[src/rtl/if_exec_controller_pkg.sv]
// Shared types and defaults for the instruction-fetch execution controller.
package if_ctrl_pkg;

  typedef enum logic [2:0] {
    IDLE      = 3'd0,
    RUN       = 3'd1,
    STEP      = 3'd2,
    STEP_WAIT = 3'd3,
    DRAIN     = 3'd4,
    HALTED    = 3'd5
  } ctrl_state_e;

  localparam logic [31:0] HALT_OPCODE_DEF  = 32'hFFFF_FFFF;
  localparam int          DRAIN_CYCLES_DEF = 4;

endpackage

[src/rtl/if_exec_controller_if.sv]
// Command/fetch-side bundle of the execution controller.
// o_cycle_count exists only when IF_EXEC_CYCLE_COUNT_EN is defined.
interface if_exec_controller_if #(
  parameter int NB_INSTRUCTION = 32
`ifdef IF_EXEC_CYCLE_COUNT_EN
  , parameter int NB_CYCLE_CNT = 32
`endif
);
  logic                      i_program_loaded;
  logic                      i_run;
  logic                      i_step;
  logic                      i_restart;
  logic [NB_INSTRUCTION-1:0] i_instruction;
  logic                      o_pc_enable;
  logic                      o_pc_reset;
  logic                      o_read_enable;
  logic                      o_pipeline_enable;
  logic                      o_halted;
  logic                      o_busy;
`ifdef IF_EXEC_CYCLE_COUNT_EN
  logic [NB_CYCLE_CNT-1:0]   o_cycle_count;
`endif

  // master: debug unit / fetch stage side; slave: the controller
  modport master (
    output i_program_loaded, i_run, i_step, i_restart, i_instruction,
    input  o_pc_enable, o_pc_reset, o_read_enable, o_pipeline_enable, o_halted, o_busy
`ifdef IF_EXEC_CYCLE_COUNT_EN
    , input o_cycle_count
`endif
  );

  modport slave (
    input  i_program_loaded, i_run, i_step, i_restart, i_instruction,
    output o_pc_enable, o_pc_reset, o_read_enable, o_pipeline_enable, o_halted, o_busy
`ifdef IF_EXEC_CYCLE_COUNT_EN
    , output o_cycle_count
`endif
  );
endinterface

[src/rtl/if_exec_controller_drain_counter.sv]
// Loadable down-counter with a zero flag; stops at zero. Also used for UART byte counts.
module drain_counter #(
  parameter int WIDTH = 2
) (
  input  logic             clk,
  input  logic             rst,
  input  logic             clear,
  input  logic             load,
  input  logic             dec,
  input  logic [WIDTH-1:0] load_value,
  output logic             zero
);
  logic [WIDTH-1:0] count;

  always_ff @(posedge clk) begin
    if (rst || clear)          count <= '0;
    else if (load)             count <= load_value;
    else if (dec && !zero)     count <= count - 1'b1;
  end

  assign zero = (count == '0);
endmodule

[src/rtl/if_exec_controller.sv]
// Fetch/pipeline sequencer: run, single-step, HALT detect and drain. Moore outputs.
// Optional cycle counter enabled by defining IF_EXEC_CYCLE_COUNT_EN.
module if_exec_controller
  import if_ctrl_pkg::*;
#(
  parameter int                        NB_INSTRUCTION = 32,
  parameter logic [NB_INSTRUCTION-1:0] HALT_OPCODE    = NB_INSTRUCTION'(HALT_OPCODE_DEF),
  parameter int                        DRAIN_CYCLES   = DRAIN_CYCLES_DEF
`ifdef IF_EXEC_CYCLE_COUNT_EN
  , parameter int                      NB_CYCLE_CNT   = 32
`endif
) (
  input logic                 i_clock,
  input logic                 i_reset,
  if_exec_controller_if.slave bus
);
  localparam int CNT_W = (DRAIN_CYCLES > 2) ? $clog2(DRAIN_CYCLES) : 1;

  if (DRAIN_CYCLES < 1) begin : g_bad_drain
    $error("DRAIN_CYCLES must be at least 1");
  end

  ctrl_state_e state, state_next;
  logic        halt_hit, cnt_load, cnt_dec, cnt_zero;
  logic        pc_en, pipe_en;

  assign halt_hit = (bus.i_instruction == HALT_OPCODE);

  always_ff @(posedge i_clock) begin
    if (i_reset) state <= IDLE;
    else         state <= state_next;
  end

  always_comb begin
    state_next = state;
    cnt_load   = 1'b0;
    cnt_dec    = 1'b0;
    unique case (state)
      IDLE: begin
        if (bus.i_program_loaded && bus.i_run)       state_next = RUN;
        else if (bus.i_program_loaded && bus.i_step) state_next = STEP;
      end
      RUN: begin
        if (halt_hit) begin
          state_next = DRAIN;
          cnt_load   = 1'b1;
        end
      end
      STEP: begin
        if (halt_hit) begin
          state_next = DRAIN;
          cnt_load   = 1'b1;
        end else begin
          state_next = STEP_WAIT;
        end
      end
      STEP_WAIT: begin
        if (bus.i_run)       state_next = RUN;
        else if (bus.i_step) state_next = STEP;
      end
      DRAIN: begin
        if (cnt_zero) state_next = HALTED;
        else          cnt_dec    = 1'b1;
      end
      HALTED:  state_next = HALTED;
      default: state_next = IDLE;
    endcase
    // restart overrides everything, including a HALT match this cycle
    if (bus.i_restart) begin
      state_next = IDLE;
      cnt_load   = 1'b0;
      cnt_dec    = 1'b0;
    end
  end

  drain_counter #(.WIDTH(CNT_W)) u_drain (
    .clk        (i_clock),
    .rst        (i_reset),
    .clear      (bus.i_restart),
    .load       (cnt_load),
    .dec        (cnt_dec),
    .load_value (CNT_W'(DRAIN_CYCLES - 1)),
    .zero       (cnt_zero)
  );

  assign pc_en   = (state == RUN) || (state == STEP);
  assign pipe_en = pc_en || (state == DRAIN);

  assign bus.o_pc_enable       = pc_en;
  assign bus.o_read_enable     = pc_en;
  assign bus.o_pipeline_enable = pipe_en;
  assign bus.o_pc_reset        = (state == IDLE);
  assign bus.o_halted          = (state == HALTED);
  assign bus.o_busy            = pipe_en;

`ifdef IF_EXEC_CYCLE_COUNT_EN
  logic [NB_CYCLE_CNT-1:0] cycle_count;

  always_ff @(posedge i_clock) begin
    if (i_reset || bus.i_restart)         cycle_count <= '0;
    else if (pipe_en && cycle_count != '1) cycle_count <= cycle_count + 1'b1;
  end

  assign bus.o_cycle_count = cycle_count;
`endif
endmodule

[src/flat_wrapper.sv]
// flat-port wrapper written by rule: the top's interface ports become plain ports
module if_exec_controller_flat import if_ctrl_pkg::*;
#(
  parameter int                        NB_INSTRUCTION = 32,
  parameter logic [NB_INSTRUCTION-1:0] HALT_OPCODE    = NB_INSTRUCTION'(HALT_OPCODE_DEF),
  parameter int                        DRAIN_CYCLES   = DRAIN_CYCLES_DEF

)
  (i_clock, i_reset, bus_i_program_loaded, bus_i_run, bus_i_step, bus_i_restart, bus_i_instruction, bus_o_pc_enable, bus_o_pc_reset, bus_o_read_enable, bus_o_pipeline_enable, bus_o_halted, bus_o_busy);
  if_exec_controller_if #(.NB_INSTRUCTION(NB_INSTRUCTION)) bus_i ();
  input logic i_clock;
  input logic i_reset;
  input wire logic [$bits(bus_i.i_program_loaded)-1:0] bus_i_program_loaded;
  input wire logic [$bits(bus_i.i_run)-1:0] bus_i_run;
  input wire logic [$bits(bus_i.i_step)-1:0] bus_i_step;
  input wire logic [$bits(bus_i.i_restart)-1:0] bus_i_restart;
  input wire logic [$bits(bus_i.i_instruction)-1:0] bus_i_instruction;
  output wire logic [$bits(bus_i.o_pc_enable)-1:0] bus_o_pc_enable;
  output wire logic [$bits(bus_i.o_pc_reset)-1:0] bus_o_pc_reset;
  output wire logic [$bits(bus_i.o_read_enable)-1:0] bus_o_read_enable;
  output wire logic [$bits(bus_i.o_pipeline_enable)-1:0] bus_o_pipeline_enable;
  output wire logic [$bits(bus_i.o_halted)-1:0] bus_o_halted;
  output wire logic [$bits(bus_i.o_busy)-1:0] bus_o_busy;
  assign bus_i.i_program_loaded = bus_i_program_loaded;
  assign bus_i.i_run = bus_i_run;
  assign bus_i.i_step = bus_i_step;
  assign bus_i.i_restart = bus_i_restart;
  assign bus_i.i_instruction = bus_i_instruction;
  assign bus_o_pc_enable = bus_i.o_pc_enable;
  assign bus_o_pc_reset = bus_i.o_pc_reset;
  assign bus_o_read_enable = bus_i.o_read_enable;
  assign bus_o_pipeline_enable = bus_i.o_pipeline_enable;
  assign bus_o_halted = bus_i.o_halted;
  assign bus_o_busy = bus_i.o_busy;
  if_exec_controller #(.NB_INSTRUCTION(NB_INSTRUCTION), .HALT_OPCODE(HALT_OPCODE), .DRAIN_CYCLES(DRAIN_CYCLES)) u_core (.i_clock(i_clock), .i_reset(i_reset), .bus(bus_i));
endmodule
[config.mk]
export PLATFORM = sky130hd
export DESIGN_NAME = if_exec_controller_flat
export DESIGN_NICKNAME = d
export VERILOG_FILES = /design/src/rtl/if_exec_controller_pkg.sv /design/src/rtl/if_exec_controller_if.sv /design/src/rtl/if_exec_controller_drain_counter.sv /design/src/rtl/if_exec_controller.sv /design/src/flat_wrapper.sv
export SDC_FILE = /design/constraint.sdc
export NUM_CORES = 1
export LEC_CHECK = 0
export ABC_CLOCK_PERIOD_IN_PS = 2400
export BUFFER_PORTS_ARGS = -buffer_cell sky130_fd_sc_hd__buf_2
export CORE_UTILIZATION = 40
export CTS_BUF_LIST = sky130_fd_sc_hd__clkbuf_8
export CTS_CLUSTER_SIZE = 30
export DETAILED_ROUTE_END_ITERATION = 6
export PLACE_DENSITY = 0.88
export SYNTH_ARGS = -nofsm -noshare
export SYNTH_HDL_FRONTEND = slang
export SYNTH_HIERARCHICAL = 1
export SYNTH_SLANG_ARGS = --single-unit
export TNS_END_PERCENT = 20
[constraint.sdc]
create_clock -name i_clock -period 2.4 [get_ports i_clock]
set_input_delay 0.24 -clock i_clock [delete_from_list [all_inputs] [get_ports i_clock]]
set_output_delay 0.24 -clock i_clock [all_outputs]
set_load 0.005 [all_outputs]
==> impl_metrics.ini <==
[run_status]
status = complete, no violations

[cts]
post_cts_buffers = 0
cts_tree = built
cts_buffers = 3
post_cts_resized = 0
insertion_delay_ns = 0.23
h-tree-depth = 1
ctsHoldBuffers = 0
clk_path_buf_depth = 2
cts-root-buf = clkbuf_8
clkSinkCount = 5
path_clk_slew_ns = 0.04

[critical_path]
crit_path_start = u_core/u_drain/count[1]$_SDFFE_PP0P_
path_class = reg -> reg
cp_max_fo = 3
endpoint_kind = register
cp-start-kind = register
rrSetupSlack_ns = 0.44
cp.required_ns = 2.51
timing.rr.start = u_core/u_drain/count[1]$_SDFFE_PP0P_
worstPathArrival_ns = 2.07

[layout]
final_cell_mix = 43 x buf_2, 7 x nor2_1
layout_commonest_cell = buf_2
syn_to_final_growth_pct = 40.56
nets = 152
n_fill_cell = 117
insertedDiodeCount = 0
drive_above_1_share = 0.4911

[synth]
ys.flop_type = dfxtp_1
yosysTopAreaCell = dfxtp_1
synthTopCellsByArea = dfxtp_1 17%, nor4_4 7.4%, nand4_2 6.5%
ys_seq_area_frac = 0.1735
ys_warn_count = 6
avgSynthCellArea_sq_um = 8.359
synth_top_area_share = 0.1735
synth_cell_type_count = 35
ys_ff_latch = 5
synthCells = 69
netlist_area_sq_um = 576.8
synth-edff-count = 0
async_flop_share = 0

[grt]
grt_pass1_wl_mm = 2.711
grt_usage = 0.2598
grt_max_degree = 13
antenna_found_initial = 0
grt_pass1_vias = 645
gr-total-overflow = 0

[die]
die_x_um = 39.98
die_h_um = 39.98
ioPinCount = 44
die_area_sq_um = 1598
rows = 13
core_area_sq_um = 1318
start_util = 0.4378

[power]
power_frac_clock = 0.496
ir_drop_mv = 0.2744
netSwitchingPower_mw = 0.08424
p_per_area_nw_per_um2 = 391.2
swShare = 0.2656
power.internal_mw = 0.2330
comb_power_share = 0.225
power.leakage_nw = 0.3735
pwr-share-seq = 0.279

[placement]
place_ws_ns = 0.5089
numPortBuffers = 43
gp_congestion = 0.8821
hpwl_mm = 1.410

[routing]
wl_mm = 1.810
avgRoutedWirePerCell_um = 14.25
viasPerCell = 5.614
drc = 0
ant_nets = 0
dr_total_vias = 713
drt_pre_antenna_iters = 4
detail_route.iter0.violations = 28

[sta]
rsz0062_at_grt = false
fmax_mhz = 510.8
fin_tns_setup_ns = 0
hold_viol_final = 0
fin_crit_ns = 1.958
finalCritPeriodShare = 0.8157
setup_viol = 0
finClkSkew_ns = 0.0009936
setup_ws_ns = 0.4424
finalMaxSlewViolations = 0

[min_path]
min_from = i_reset
min_path_type = in -> reg

[flow_run]
maxCapViolCount = 0
[power by group through the flow]
stage	sequential [mW]	clock (mW)	combinational, mW
finish	0.0886	0.157	0.0714
global route	0.0888	0.164	0.0773
CTS	0.0884	0.158	0.0711
detailed placement	0.0897	0	0.0706
global placement	0.0895	0	0.0680
floorplan	0.0867	0	0.0342
[registers in the layout, indices dropped and copies added, names as in the netlist]
register	flops
u_core/u_drain/count	2
u_core/state	3
[through the flow]
step | utilization | total power [mW] | cells | area (sq um) | hold WS [ns]
6_report | 0.6154 | 0.3172 | 127 | 810.8 | 0.2791
5_1_grt | 0.6154 | 0.3304 | 127 | 810.8 | 0.2775
4_1_cts | 0.6154 | 0.3178 | 127 | 810.8 | 0.2697
3_5_place_dp | 0.5812 | 0.1603 | 123 | 765.7 | 0.5029
3_3_place_gp | 0.5812 | 0.1575 | 123 | 765.7 | 0.4885
2_1_floorplan | - | 0.1209 | 70 | 580.6 | 0.3089
[path summary, 6_finish.rpt]
check                                         endpoint  cells after the start
setup / recovery  u_core/u_drain/count[0]$_SDFFE_PP0P_                      7
hold / removal    u_core/u_drain/count[0]$_SDFFE_PP0P_                      2
setup reg to reg  u_core/u_drain/count[0]$_SDFFE_PP0P_                      7
hold reg to reg   u_core/u_drain/count[0]$_SDFFE_PP0P_                      2
[routing by layer]
layer  track usage  share of wire  up-vias
met5             0              0        -
met4       0.09483         0.0088        0
met3       0.07222          0.052        2
met2        0.4677           0.54       33
met1        0.2852           0.39      328
li1              -              -      350
[layout make-up]
class	count	area (sq um)	area share
tap	15	18.77	0.02315
inverter	4	15.01	0.01852
clock inverter	1	3.754	0.004630
timing repair buffer	43	215.2	0.2654
sequential	5	100.1	0.1235
multi-input combinational	56	416.7	0.5139
clock buffer	3	41.29	0.05093
[kinds of logic after synthesis]
group                    Yosys count  share of synthesized area
flip-flops                         5                     0.1735
other                              1                   0.006501
AO/OA/AOI/OAI                     17                     0.2343
XOR/XNOR                           2                    0.03037
AND/OR/NAND/NOR                   34                     0.4230
adder cells (fa/ha/maj)            1                    0.02169
buffers and inverters              9                     0.1106
[critical path, cell delays in order, from the launching register on]
cell and delay, ns:
dfxtp_1 0.36, inv_1 0.08, ha_1 0.24, or3_1 0.39
nor2_1 0.14, nor2b_4 0.17, xnor2_1 0.08, a2111oi_2 0.37
[Yosys cell counts, types with 3 or more instances]
library cell	number
buf_6	3
nand4_1	5
dfxtp_1	5
nand2_1	5
inv_1	4
nor2_1	7
nand4_2	3
No activity file was read; power rests on OpenSTA's default activity.
